[config.mk]
export PLATFORM = sky130hd
export DESIGN_NAME = freq_meas_ctrl_flat
export DESIGN_NICKNAME = d
export VERILOG_FILES = /design/src/rtl/freq_meas_ctrl_if.sv /design/src/rtl/freq_meas_ctrl.sv /design/src/flat_wrapper.sv
export SDC_FILE = /design/constraint.sdc
export NUM_CORES = 1
export LEC_CHECK = 0
export CAP_MARGIN = 20
export CORE_UTILIZATION = 35
export CTS_BUF_LIST = sky130_fd_sc_hd__clkbuf_8
export CTS_CLUSTER_DIAMETER = 200
export CTS_CLUSTER_SIZE = 25
export DETAILED_ROUTE_END_ITERATION = 8
export GPL_ROUTABILITY_DRIVEN = 0
export PLACE_DENSITY = 0.66
export SYNTH_ARGS = -nofsm -noshare
export SYNTH_HDL_FRONTEND = slang
export SYNTH_SLANG_ARGS = --single-unit
[constraint.sdc]
create_clock -name iCLK -period 3.3 [get_ports iCLK]
set_clock_uncertainty 0.05 [all_clocks]
set_input_delay 0.66 -clock iCLK [delete_from_list [all_inputs] [get_ports iCLK]]
set_output_delay 0.66 -clock iCLK [all_outputs]
set_load 0.02 [all_outputs]
[src/rtl/freq_meas_ctrl_if.sv]
// Signal bundle between the measurement sequencer and its environment
// (board-level keys/display on one side, frequency-counter core on the other).
// The master modport is the sequencer itself; slave is whatever drives it.
interface freq_meas_ctrl_if;
  logic       iSTART;
  logic       iAUTO;
  logic       iMEAS_DONE;
  logic [3:0] iBCD3;
  logic [3:0] iBCD2;
  logic [3:0] iBCD1;
  logic [3:0] iBCD0;
  logic [1:0] iDEC;

  logic       oMEAS_START;
  logic [3:0] oBCD3;
  logic [3:0] oBCD2;
  logic [3:0] oBCD1;
  logic [3:0] oBCD0;
  logic [1:0] oDEC;
  logic       oVALID;
  logic       oBUSY;
  logic       oTIMEOUT;

  modport master (
    input  iSTART, iAUTO, iMEAS_DONE, iBCD3, iBCD2, iBCD1, iBCD0, iDEC,
    output oMEAS_START, oBCD3, oBCD2, oBCD1, oBCD0, oDEC, oVALID, oBUSY, oTIMEOUT
  );

  modport slave (
    output iSTART, iAUTO, iMEAS_DONE, iBCD3, iBCD2, iBCD1, iBCD0, iDEC,
    input  oMEAS_START, oBCD3, oBCD2, oBCD1, oBCD0, oDEC, oVALID, oBUSY, oTIMEOUT
  );
endinterface

[src/rtl/freq_meas_ctrl.sv]
// Measurement sequencer: issues one-cycle start commands to the frequency
// counter (one-shot on a key edge or periodically in auto mode), waits for the
// done pulse under a timeout, and holds the resulting BCD digits and range
// code stable for the display between measurements.
module freq_meas_ctrl #(
  parameter int REFRESH_CYCLES = 25_000_000,
  parameter int TIMEOUT_CYCLES = 100_000_000,
  parameter int TW             = 27
) (
  input  logic             iCLK,
  input  logic             iRESET,
  freq_meas_ctrl_if.master bus
);

  typedef enum logic [1:0] {IDLE, ARM, WAIT, HOLD} state_t;

  state_t        state;
  logic [TW-1:0] timer;
  logic          prev;
  logic          meas_start;
  logic          busy;
  logic          valid;
  logic          timeout;
  logic [3:0]    bcd3, bcd2, bcd1, bcd0;
  logic [1:0]    dec;

  logic          start_edge;
  logic          timeout_hit;
  logic          refresh_hit;

  // Rising edge of the start key, and terminal counts of the shared timer.
  assign start_edge  = bus.iSTART & ~prev;
  assign timeout_hit = (timer == TW'(TIMEOUT_CYCLES - 1));
  assign refresh_hit = (timer == TW'(REFRESH_CYCLES - 1));

  // Sequencer FSM with all outputs and hold registers registered.
  always_ff @(posedge iCLK or posedge iRESET) begin
    if (iRESET) begin
      state      <= IDLE;
      timer      <= '0;
      // NOTE: prev resets to 1 so a key already held through reset reads as
      // "no edge" and cannot launch a measurement on release.
      prev       <= 1'b1;
      meas_start <= 1'b0;
      busy       <= 1'b0;
      valid      <= 1'b0;
      timeout    <= 1'b0;
      bcd3       <= '0;
      bcd2       <= '0;
      bcd1       <= '0;
      bcd0       <= '0;
      dec        <= '0;
    end else begin
      // NOTE: non-blocking assignments throughout, so every branch below sees
      // the pre-edge values of state/timer/prev regardless of statement order.
      prev       <= bus.iSTART;
      meas_start <= 1'b0;

      case (state)
        IDLE: begin
          if (start_edge) begin
            state      <= ARM;
            meas_start <= 1'b1;
            busy       <= 1'b1;
          end
        end

        ARM: begin
          state <= WAIT;
          timer <= '0;
        end

        WAIT: begin
          timer <= timer + TW'(1);
          if (bus.iMEAS_DONE) begin
            bcd3    <= bus.iBCD3;
            bcd2    <= bus.iBCD2;
            bcd1    <= bus.iBCD1;
            bcd0    <= bus.iBCD0;
            dec     <= bus.iDEC;
            valid   <= 1'b1;
            timeout <= 1'b0;
            busy    <= 1'b0;
            timer   <= '0;
            state   <= bus.iAUTO ? HOLD : IDLE;
          end else if (timeout_hit) begin
            bcd3    <= '0;
            bcd2    <= '0;
            bcd1    <= '0;
            bcd0    <= '0;
            dec     <= '0;
            valid   <= 1'b0;
            timeout <= 1'b1;
            busy    <= 1'b0;
            timer   <= '0;
            state   <= bus.iAUTO ? HOLD : IDLE;
          end
        end

        HOLD: begin
          timer <= timer + TW'(1);
          if (!bus.iAUTO) begin
            state <= IDLE;
          end else if (start_edge || refresh_hit) begin
            state      <= ARM;
            meas_start <= 1'b1;
            busy       <= 1'b1;
          end
        end

        default: state <= IDLE;
      endcase
    end
  end

  // Drive the interface from the registered state.
  assign bus.oMEAS_START = meas_start;
  assign bus.oBUSY       = busy;
  assign bus.oVALID      = valid;
  assign bus.oTIMEOUT    = timeout;
  assign bus.oBCD3       = bcd3;
  assign bus.oBCD2       = bcd2;
  assign bus.oBCD1       = bcd1;
  assign bus.oBCD0       = bcd0;
  assign bus.oDEC        = dec;

endmodule

[src/flat_wrapper.sv]
// flat-port wrapper written by rule: the top's interface ports become plain ports
module freq_meas_ctrl_flat 
#(
  parameter int REFRESH_CYCLES = 25_000_000,
  parameter int TIMEOUT_CYCLES = 100_000_000,
  parameter int TW             = 27
)
  (iCLK, iRESET, bus_iSTART, bus_iAUTO, bus_iMEAS_DONE, bus_iBCD3, bus_iBCD2, bus_iBCD1, bus_iBCD0, bus_iDEC, bus_oMEAS_START, bus_oBCD3, bus_oBCD2, bus_oBCD1, bus_oBCD0, bus_oDEC, bus_oVALID, bus_oBUSY, bus_oTIMEOUT);
  freq_meas_ctrl_if bus_i ();
  input  logic iCLK;
  input  logic iRESET;
  input wire logic [$bits(bus_i.iSTART)-1:0] bus_iSTART;
  input wire logic [$bits(bus_i.iAUTO)-1:0] bus_iAUTO;
  input wire logic [$bits(bus_i.iMEAS_DONE)-1:0] bus_iMEAS_DONE;
  input wire logic [$bits(bus_i.iBCD3)-1:0] bus_iBCD3;
  input wire logic [$bits(bus_i.iBCD2)-1:0] bus_iBCD2;
  input wire logic [$bits(bus_i.iBCD1)-1:0] bus_iBCD1;
  input wire logic [$bits(bus_i.iBCD0)-1:0] bus_iBCD0;
  input wire logic [$bits(bus_i.iDEC)-1:0] bus_iDEC;
  output wire logic [$bits(bus_i.oMEAS_START)-1:0] bus_oMEAS_START;
  output wire logic [$bits(bus_i.oBCD3)-1:0] bus_oBCD3;
  output wire logic [$bits(bus_i.oBCD2)-1:0] bus_oBCD2;
  output wire logic [$bits(bus_i.oBCD1)-1:0] bus_oBCD1;
  output wire logic [$bits(bus_i.oBCD0)-1:0] bus_oBCD0;
  output wire logic [$bits(bus_i.oDEC)-1:0] bus_oDEC;
  output wire logic [$bits(bus_i.oVALID)-1:0] bus_oVALID;
  output wire logic [$bits(bus_i.oBUSY)-1:0] bus_oBUSY;
  output wire logic [$bits(bus_i.oTIMEOUT)-1:0] bus_oTIMEOUT;
  assign bus_i.iSTART = bus_iSTART;
  assign bus_i.iAUTO = bus_iAUTO;
  assign bus_i.iMEAS_DONE = bus_iMEAS_DONE;
  assign bus_i.iBCD3 = bus_iBCD3;
  assign bus_i.iBCD2 = bus_iBCD2;
  assign bus_i.iBCD1 = bus_iBCD1;
  assign bus_i.iBCD0 = bus_iBCD0;
  assign bus_i.iDEC = bus_iDEC;
  assign bus_oMEAS_START = bus_i.oMEAS_START;
  assign bus_oBCD3 = bus_i.oBCD3;
  assign bus_oBCD2 = bus_i.oBCD2;
  assign bus_oBCD1 = bus_i.oBCD1;
  assign bus_oBCD0 = bus_i.oBCD0;
  assign bus_oDEC = bus_i.oDEC;
  assign bus_oVALID = bus_i.oVALID;
  assign bus_oBUSY = bus_i.oBUSY;
  assign bus_oTIMEOUT = bus_i.oTIMEOUT;
  freq_meas_ctrl #(.REFRESH_CYCLES(REFRESH_CYCLES), .TIMEOUT_CYCLES(TIMEOUT_CYCLES), .TW(TW)) u_core (.iCLK(iCLK), .iRESET(iRESET), .bus(bus_i));
endmodule
==> flow_metrics.env, run 1 <==
export IMPL_busiest_layer="met2"
export IMPL_p_int_mw=1.348
export IMPL_syn_to_final_growth_pct=24.41
export IMPL_status="finished, final reports clean"
export IMPL_ys_seq_area_share_pct=50.02
export IMPL_drive_above_1_share_pct=8.306
export IMPL_synth_area_leaders="dfrtp_1, a22o_1, xnor2_1"
export IMPL_grtUsageMet2_pct=24.62
export IMPL_grt_pass1_vias=1999
export IMPL_met3_usage_pct=2.519
export IMPL_slew_viol_final=0
export IMPL_cts_tree="built"
export IMPL_io_buffer_count=44
export IMPL_fp_dieW_um=88.25
export IMPL_synth_edf_count=0
export IMPL_postRouteAntennaNets=0
export IMPL_grt_pass1_wl_mm=9.459
export IMPL_cpMaxStageDelayCell="or4_4"
export IMPL_relSlewSlack_pct=51.24
export IMPL_required_ns=3.49
export IMPL_synth_commonest_cells="dfrtp_1, nor2_1, nand2_1"
export IMPL_met1_usage_pct=21.04
export IMPL_synth_seq_cells=52
export IMPL_drcViolationCount=0
export IMPL_worstHoldPathType="register to register"
export IMPL_dp_hpwl_mm=4.107
export IMPL_postCtsHoldBufs=0
export IMPL_wirelength_mm=5.688
export IMPL_antenna_found_initial=0
export IMPL_slowest_delay_ns=0.60
export IMPL_finalCritPeriodShare_pct=76.94
export IMPL_drt_pre_antenna_iters=4
export IMPL_netlist_area_sq_um=2604
export IMPL_cts_buffer_depth=2
export IMPL_grt_ovfl_total=0
export IMPL_ys_async_sr_fraction_pct=100.0
export IMPL_tightestPinTransition_ns=0.7313
export IMPL_synth_top_area_cell="dfrtp_1"
export IMPL_grt_setup_unrepaired="no"
export IMPL_leakagePower_nw=1.365
export IMPL_setup_viol=0
export IMPL_fill_cells=724
export IMPL_grt_max_degree=53
export IMPL_num_vias=2092
export IMPL_cts_made_buffers=5
export IMPL_cts_root_buf="clkbuf_8"
export IMPL_wl_per_cell_um=14.22
export IMPL_nets=328
export IMPL_crit_arrival_ns=2.73
export IMPL_coreArea_sq_um=7214
export IMPL_maxCapViolations=0
export IMPL_start_kind="register"
export IMPL_worst_setup_path_end_kind="register"
export IMPL_viasPerCell=5.230
export IMPL_h_tree_depth=2
export IMPL_ir_drop_v=0.0001918
export IMPL_postSynthAreaPerCell_sq_um=10.33
export IMPL_clock_sinks=52
export IMPL_period_minus_slack_ns=2.539
export IMPL_worstSetupPathType="register to register"
export IMPL_hold_violations=0
export IMPL_pwr_share_comb_pct=43.1
export IMPL_track_usage_pct=15.31
export IMPL_p_per_area_nw_per_um2=659.2
export IMPL_cp_cell_sequence="inv_1, ha_1, nand4b_4, or4_4, or3_4, or3_1, a21oi_1"
export IMPL_post_cts_buffers=0
export IMPL_tns_ns=0
export IMPL_syn_nets=280
export IMPL_boundaryPins=45
export IMPL_total_power_mw=2.135
export IMPL_cts_resized=0
export IMPL_die_y_um=88.25
export IMPL_diodes=0
export IMPL_drt_iter0_markers=76
export IMPL_rows=31
export IMPL_yosysMostFrequentCell="dfrtp_1"
export IMPL_start_util_pct=36.09
export IMPL_clkTransAtPathRegs_ns=0.10
export IMPL_p_clk_share_pct=17.0
export IMPL_die_area_sq_um=7788
export IMPL_insertion_delay_ns=0.31
export IMPL_p_sw_share_pct=36.89
export IMPL_p_switching_uw=787.8
export IMPL_ys_types=50
export IMPL_synth_ff_type="dfrtp_1"
export IMPL_fmax_ghz=0.3938
export IMPL_ys_warn_count=0
export IMPL_synth_top_cell_area_share_pct=49.01
export IMPL_syn_instance_count=252
export IMPL_seq_power_share_pct=39.8
export IMPL_cp_max_fo=9
state kept, by name, summed over array words and instances, names as in the netlist:
| name | cells |
|---|---|
| u_core.timer | 27 |
| u_core.bus.oBCD0 | 4 |
| u_core.bus.oBCD1 | 4 |
| u_core.bus.oBCD2 | 4 |
| u_core.bus.oBCD3 | 4 |
| u_core.bus.oDEC | 2 |
| u_core.state | 2 |
| u_core.bus.oBUSY | 1 |
| u_core.bus.oMEAS_START | 1 |
| u_core.bus.oTIMEOUT | 1 |
| u_core.bus.oVALID | 1 |
| u_core.prev | 1 |
power groups by stage:
stage | Clock, mW | Combinational (mW) | Sequential, mW
after global routing | 0.406 | 1.01 | 0.871
after detailed placement | 0 | 0.930 | 0.863
after floorplan | 0 | 0.439 | 0.989
after global placement | 0 | 0.921 | 0.858
final | 0.364 | 0.921 | 0.851
after CTS | 0.381 | 0.934 | 0.851
final timing paths:
path                              startpoint             endpoint  slack (ns)  cells past startpoint
min                        u_core.bus.oVALID    u_core.bus.oVALID        0.44                      1
max in group asynchronous             iRESET     u_core.timer[16]        1.95                      3
max reg2reg                  u_core.state[0]     u_core.timer[24]        0.76                      7
min in group asynchronous             iRESET  u_core.bus.oBCD2[0]        0.79                      3
max                          u_core.state[0]     u_core.timer[24]        0.76                      7
min reg2reg                u_core.bus.oVALID    u_core.bus.oVALID        0.44                      1
placed cells by master (no fill, tap or decap), drive strengths merged, types with 2 or more instances in the layout:
| cell | Yosys | layout |
|---|---|---|
| nand2b | 3 | 3 |
| or3 | 2 | 2 |
| dfrtp | 51 | 51 |
| o31ai | 4 | 4 |
| nand3b | 3 | 3 |
| or2 | 2 | 2 |
| a221oi | 2 | 2 |
| ha | 5 | 5 |
| inv | 9 | 9 |
| nor4 | 9 | 9 |
| a22o | 19 | 19 |
| nand3 | 14 | 14 |
| nor3 | 6 | 6 |
| nor2 | 30 | 30 |
| clkdlybuf4s50 | 0 | 44 |
| a21oi | 6 | 6 |
| nand4 | 5 | 5 |
| xnor2 | 14 | 14 |
| o311ai | 2 | 2 |
| xor2 | 2 | 2 |
| nand2 | 20 | 20 |
| or4bb | 2 | 2 |
| and2 | 2 | 2 |
| clkinv | 0 | 3 |
| a31oi | 3 | 3 |
| o21ai | 6 | 6 |
| clkbuf | 3 | 5 |
| and3 | 8 | 8 |
| buf | 4 | 4 |
| a21o | 2 | 2 |
routing by layer:
| layer | vias to the layer above | part of all wire, % |
|---|---|---|
| li1 | 1013 | - |
| met4 | 0 | 0.90 |
| met1 | 1036 | 46 |
| met3 | 7 | 2.7 |
| met5 | - | 0 |
| met2 | 36 | 51 |
kinds of logic (layout without fill, tap and decap cells):
family | after synthesis | in the layout | synth area share, %
and+or+nand+nor | 113 | 113 | 24.22
DFF | 52 | 52 | 50.02
AOI/OAI and AO/OA | 48 | 48 | 14.08
xor gates and xnor gates | 16 | 16 | 5.382
buffers and inverters | 16 | 65 | 3.075
adders and majority gates | 5 | 5 | 2.403
muxes | 2 | 2 | 0.8169
through the flow:
step	setup WS, ns	hold slack [ns]	utilization, %	cells	cell area [sq um]
2_1_floorplan	0.7594	0.4486	-	252	2604
3_3_place_gp	0.8330	0.4135	43.69	392	3152
3_5_place_dp	0.7928	0.4224	43.69	392	3152
4_1_cts	0.7682	0.4449	44.90	400	3239
5_1_grt	0.6429	0.4597	44.90	400	3239
6_report	0.7608	0.4423	44.90	400	3239
cell type report:
| cell class | instances | area (sq um) | share of cell area (%) |
|---|---|---|---|
| flip-flops and latches | 52 | 1303 | 40.21 |
| multi-input cells | 184 | 1221 | 37.70 |
| repair buffers | 48 | 470.5 | 14.52 |
| well taps | 99 | 123.9 | 3.824 |
| clock buffers | 5 | 68.82 | 2.124 |
| inverters | 9 | 33.78 | 1.043 |
| clock inverters | 3 | 18.77 | 0.5794 |
worst max-delay path, delay by kind of cell, from the launching register on:
kind | cells | cell delay (ns)
flops | 1 | 0.44
simple gates | 4 | 1.49
buf+inv | 1 | 0.11
compound gates | 1 | 0.14
fa+ha+maj | 1 | 0.24
Note: power is estimated with default switching activity, not from simulation.
==> run 2, diff against run 1 <==
Settings changed: PLACE_DENSITY 0.66 to 0.68.
Clock period 3.3 ns to 2.2 ns, I/O delays scaled along.
==> run 2 against run 1 <==
Effect of this change: design area rose by 11%; sequential share of layout area fell by 3.9 points; first-iteration DRC count rose by 80%; largest cell class unchanged; combinational power rose by 78%; the run now ends with setup timing left; die area did not move; final cell count rose by 8.3%.
==> flow_metrics.env, run 2 (synthesized netlist as in run 1, its figures left out) <==
export IMPL_hold_slack_ns=0.3891
export IMPL_period_minus_slack_ns=2.217
export IMPL_postCtsHoldBufs=0
export IMPL_cp_cell_sequence="inv_2, ha_4, nand4b_4, or4_4, or3_4, or3_1, a21oi_2"
export IMPL_clkTransAtPathRegs_ns=0.11
export IMPL_maxCapViolations=0
export IMPL_tightestPinTransition_ns=0.4935
export IMPL_grt_setup_unrepaired="yes"
export IMPL_drt_iter0_markers=137
export IMPL_top_register="u_core.timer"
export IMPL_cp_max_fo=2
export IMPL_syn_to_final_growth_pct=37.96
export IMPL_critPathTopFamily="simple AND/OR/NAND/NOR gates"
export IMPL_wl_per_cell_um=14.29
export IMPL_fp_dieW_um=88.25
export IMPL_critical_path_cell_count=7
export IMPL_antenna_found_initial=0
export IMPL_io_buffer_count=44
export IMPL_finalCritPeriodShare_pct=100.8
export IMPL_dp_hpwl_mm=4.693
export IMPL_drive_above_1_share_pct=20.06
export IMPL_viasPerCell=5.028
export IMPL_start_util_pct=36.09
export IMPL_drcViolationCount=0
export IMPL_worst_setup_path_end_kind="register"
export IMPL_slowest_delay_ns=0.53
export IMPL_h_tree_depth=2
export IMPL_cts_made_buffers=5
export IMPL_grt_pass1_wl_mm=9.942
export IMPL_start_kind="register"
export IMPL_required_ns=2.41
export IMPL_utilization_pct=49.79
export IMPL_p_per_area_nw_per_um2=972.4
export IMPL_leakagePower_nw=1.551
export IMPL_tns_ns=-0.02036
export IMPL_insertion_delay_ns=0.32
export IMPL_largest_reg_flops=27
export IMPL_reg2regPathDepth=7
export IMPL_grt_ovfl_total=0
export IMPL_hold_violations=0
export IMPL_crit_arrival_ns=2.42
export IMPL_setup_viol=3
export IMPL_cts_tree="built"
export IMPL_crit_buf_inv=1
export IMPL_boundaryPins=45
export IMPL_fmax_ghz=0.4510
export IMPL_multi_input_comb_area_sq_um=1279
export IMPL_violations="setup timing"
export IMPL_ir_drop_v=0.0003006
export IMPL_grt_pass1_vias=2055
export IMPL_grt_max_degree=21
export IMPL_wirelength_mm=6.186
export IMPL_cts_buffer_depth=2
export IMPL_worstSetupPathType="register to register"
export IMPL_layout_commonest_cell="dfrtp_1"
export IMPL_fill_cells=681
export IMPL_setup_ws_ns=-0.01715
export IMPL_drt_pre_antenna_iters=4
export IMPL_cpMaxStageDelayCell="or4_4"
export IMPL_clock_sinks=52
export IMPL_slew_viol_final=0
export IMPL_coreArea_sq_um=7214
export IMPL_num_vias=2177
export IMPL_die_area_sq_um=7788
export IMPL_nets=361
export IMPL_ff_latch_area_sq_um=1303
export IMPL_diodes=0
export IMPL_final_cell_mix="dfrtp_1, clkdlybuf4s50_1, buf_4, nor2_1, nand2_1"
export IMPL_die_y_um=88.25
export IMPL_track_usage_pct=16.71
export IMPL_worstHoldPathType="input pin to asynchronous set/reset pin"
export IMPL_rows=31
export IMPL_relSlewSlack_pct=66.98
export IMPL_postRouteAntennaNets=0
export IMPL_cts_root_buf="clkbuf_8"
export IMPL_status="finished with violations"
-- run 2: changes by cell type in the layout (fill, tap and decap cells not counted), sizes merged --
| cell | change |
|---|---|
| buf | +33 |
| clkinvlp | +1 |
| clkinv | -3 |
| inv | +2 |
-- run 2: final timing paths --
kind	startpoint	end	slack [ns]
worst max-delay path	u_core.state[1]	u_core.timer[24]	-0.02
worst min-delay path	iRESET	u_core.timer[25]	0.39
worst max register to register	u_core.state[1]	u_core.timer[24]	-0.02
worst min register to register	u_core.bus.oVALID	u_core.bus.oVALID	0.43
max in group asynchronous	iRESET	u_core.bus.oBCD3[0]	1.25
min in group iCLK	u_core.bus.oVALID	u_core.bus.oVALID	0.43
-- run 2: metal layers --
metal / GRT usage, % / vias up / wire length [um]
met5: 0 / - / 0
met1: 22.59 / 1049 / 2842
met2: 26.64 / 36 / 3002
met3: 2.985 / 13 / 192
li1: - / 1079 / -
met4: 6.745 / 0 / 148
-- run 2: final cells by class --
cell class                      instances  share of cell area [%]
Clock buffer                            5                   1.916
Multi-Input combinational cell        184                   35.60
Inverter                                9                  0.9404
Timing Repair Buffer                   81                   21.14
Tap cell                               99                   3.448
Sequential cell                        52                   36.26
Clock inverter                          3                  0.6966
-- run 2: what timing repair did --
| item | in CTS | in global routing |
|---|---|---|
| setup endpoints to repair | 43 | 37 |
| pin swaps | 3 | 2 |
| cloned | 0 | 0 |
| setup buffers | 0 | 0 |
| gates resized for setup | 5 | 8 |
-- run 2: through the flow --
step / total power, mW / instances / setup WS [ns] / area (sq um)
after global routing: 3.706 / 433 / -0.07667 / 3592
final: 3.493 / 433 / -0.01715 / 3592
after global placement: 2.862 / 425 / -0.01782 / 3450
after floorplan: 2.162 / 252 / -0.3031 / 2616
after detailed placement: 2.887 / 425 / -0.04091 / 3450
after CTS: 3.492 / 433 / -0.03637 / 3567
-- run 2: worst register-to-register path: stages, from the launching register on --
cell	delay, ns
dfrtp_1	0.39
inv_2	0.06
ha_4	0.15
nand4b_4	0.17
or4_4	0.53
or3_4	0.34
or3_1	0.33
a21oi_2	0.13
-- run 2: report_power, final --
part | switching, mW | internal [mW] | total [mW]
combinational | 0.826 | 0.817 | 1.64
sequential | 0.111 | 1.15 | 1.26
clock | 0.356 | 0.233 | 0.589
==> run 3, diff against run 2 <==
Settings changed: CORE_UTILIZATION 35 to 49, GPL_TIMING_DRIVEN from default to 0, PLACE_DENSITY 0.68 to 0.9.
==> run 3 against run 2 <==
Effect of this change: the flow still finishes with violations (setup timing); final cell count decreased by 8.5%; via count up 7.2%; critical path depth is 1 lower; sequential power hardly changed; die area fell by 28%; clock power decreased by 14%; core utilization grew 22 points; flip-flop and latch count unchanged.
==> flow_metrics.env, run 3 (synthesized netlist as in run 1, its figures left out) <==
export IMPL_h_tree_depth=2
export IMPL_maxCapViolations=0
export IMPL_worstSetupPathType="register to register"
export IMPL_total_power_mw=3.749
export IMPL_drt_iter0_markers=244
export IMPL_largest_reg_flops=27
export IMPL_postCtsHoldBufs=0
export IMPL_cts_tree="built"
export IMPL_insertion_delay_ns=0.30
export IMPL_grt_pass1_wl_mm=10.38
export IMPL_diodes=0
export IMPL_hold_violations=0
export IMPL_cts_made_buffers=5
export IMPL_r2r_start="u_core.timer[25]"
export IMPL_rrSetupSlack_ns=-0.09
export IMPL_relSlewSlack_pct=67.71
export IMPL_grt_pass1_vias=2150
export IMPL_final_cell_mix="dfrtp_1, clkdlybuf4s50_1, nand2_1, buf_4"
export IMPL_violations="setup timing"
export IMPL_status="finished with violations"
export IMPL_io_buffer_count=44
export IMPL_track_usage_pct=24.81
export IMPL_boundaryPins=45
export IMPL_grt_ovfl_total=0
export IMPL_clkTransAtPathRegs_ns=0.09
export IMPL_die_area_sq_um=5609
export IMPL_leakagePower_nw=1.511
export IMPL_postRouteAntennaNets=0
export IMPL_top_register="u_core.timer"
export IMPL_nets=354
export IMPL_layout_commonest_cell="dfrtp_1"
export IMPL_tightestPinTransition_ns=0.4825
export IMPL_setup_viol=22
export IMPL_viasPerCell=5.891
export IMPL_worst_setup_path_end_kind="register"
export IMPL_worstHoldPathType="input pin to asynchronous set/reset pin"
export IMPL_required_ns=2.33
export IMPL_start_util_pct=50.98
export IMPL_fill_cells=339
export IMPL_rr_endpoint="u_core.state[0]"
export IMPL_clock_sinks=52
export IMPL_drcViolationCount=0
export IMPL_hold_slack_ns=0.3458
export IMPL_coreArea_sq_um=5107
export IMPL_antenna_found_initial=0
export IMPL_start_kind="register"
export IMPL_ir_drop_v=0.0008129
export IMPL_wl_per_cell_um=18.31
export IMPL_die_y_um=74.90
export IMPL_drt_pre_antenna_iters=4
export IMPL_cts_buffer_depth=2
export IMPL_period_minus_slack_ns=2.287
export IMPL_grt_max_degree=41
export IMPL_setup_ws_ns=-0.08662
export IMPL_finalCritPeriodShare_pct=103.9
export IMPL_slew_viol_final=0
export IMPL_fp_dieW_um=74.90
export IMPL_grt_setup_unrepaired="yes"
export IMPL_wirelength_mm=7.251
export IMPL_num_vias=2333
export IMPL_syn_to_final_growth_pct=40.12
export IMPL_reg2regPathDepth=6
export IMPL_p_per_area_nw_per_um2=1028
export IMPL_cts_root_buf="clkbuf_8"
export IMPL_fmax_ghz=0.4373
export IMPL_dpl_worst_slack_ns=-0.4473
export IMPL_cp_max_fo=4
export IMPL_crit_arrival_ns=2.42
export IMPL_drive_above_1_share_pct=25.77
export IMPL_rows=26
export IMPL_dp_hpwl_mm=4.182
==> run 3: changes by cell type in the layout (fill, tap and decap cells not counted), moves of 3 or more <==
cell	before	now
buf_4	33	20
buf_6	1	5
clkbuf_1	0	3
dfrtp_1	51	47
dfrtp_2	0	4
nor2_1	29	19
nor2_2	1	9
==> run 3: power breakdown <==
| part | switching (mW) | leakage (nW) | internal (mW) |
|---|---|---|---|
| clock network | 0.294 | 0.0452 | 0.212 |
| registers | 0.124 | 0.678 | 1.15 |
| logic | 1.01 | 0.789 | 0.960 |
==> run 3: final cells by class <==
cell class                 count  area [sq um]  share of cell area [%]
timing repair buffer          70         675.6                   18.52
inverter                       9         33.78                  0.9259
buffer                         4         22.52                  0.6173
sequential                    52          1308                   35.84
multi-input combinational    184          1444                   39.57
tap                           70         87.58                   2.401
clock inverter                 2         8.758                  0.2401
clock buffer                   5         68.82                   1.886
==> run 3: worst max-delay path by stage <==
stage,from,end,slack (ns),depth (start not counted)
2_1_floorplan,u_core.state[1],u_core.timer[24],-0.30,9
3_3_place_gp,iRESET,u_core.timer[0],-0.47,2
3_5_place_dp,u_core.state[1],u_core.timer[24],-0.45,9
4_1_cts,u_core.state[1],u_core.timer[24],-0.11,7
5_1_grt,u_core.state[1],u_core.timer[24],-0.14,7
6_report,u_core.timer[25],u_core.state[0],-0.09,6
==> run 3: critical path, cell delays in order (launching register included) <==
cell and delay (ns):
dfrtp_1 0.38, or4bb_4 0.58, nor4_4 0.36, buf_4 0.21, a31oi_4 0.14, a221oi_2 0.34, o31ai_2 0.11
==> run 3: repair_timing <==
action,in CTS,in global routing
pin swaps,20,10
endpoints found under the setup margin,45,26
gates resized for setup,24,30
gates cloned,0,1
setup buffers,20,4
==> run 3: metal layers <==
| metal | GRT usage [%] | share of wire (%) | routed length [um] | up-vias |
|---|---|---|---|---|
| met5 | 0 | 0 | 0 | - |
| met4 | 8.176 | 3.0 | 216 | 0 |
| met3 | 5.087 | 4.3 | 312 | 24 |
| met2 | 41.04 | 53 | 3842 | 93 |
| met1 | 32.78 | 40 | 2880 | 1153 |
| li1 | - | - | - | 1063 |
==> run 3: metrics by stage <==
step / setup TNS [ns] / std cells / utilization (%) / instance area [sq um]
finish: -1.188 / 396 / 71.44 / 3649
global route: -2.558 / 396 / 71.44 / 3649
CTS: -0.3546 / 391 / 68.30 / 3488
detailed placement: -10.10 / 367 / 61.95 / 3164
global placement: -32.26 / 366 / 61.56 / 3144
floorplan: -0.7117 / 252 / - / 2616
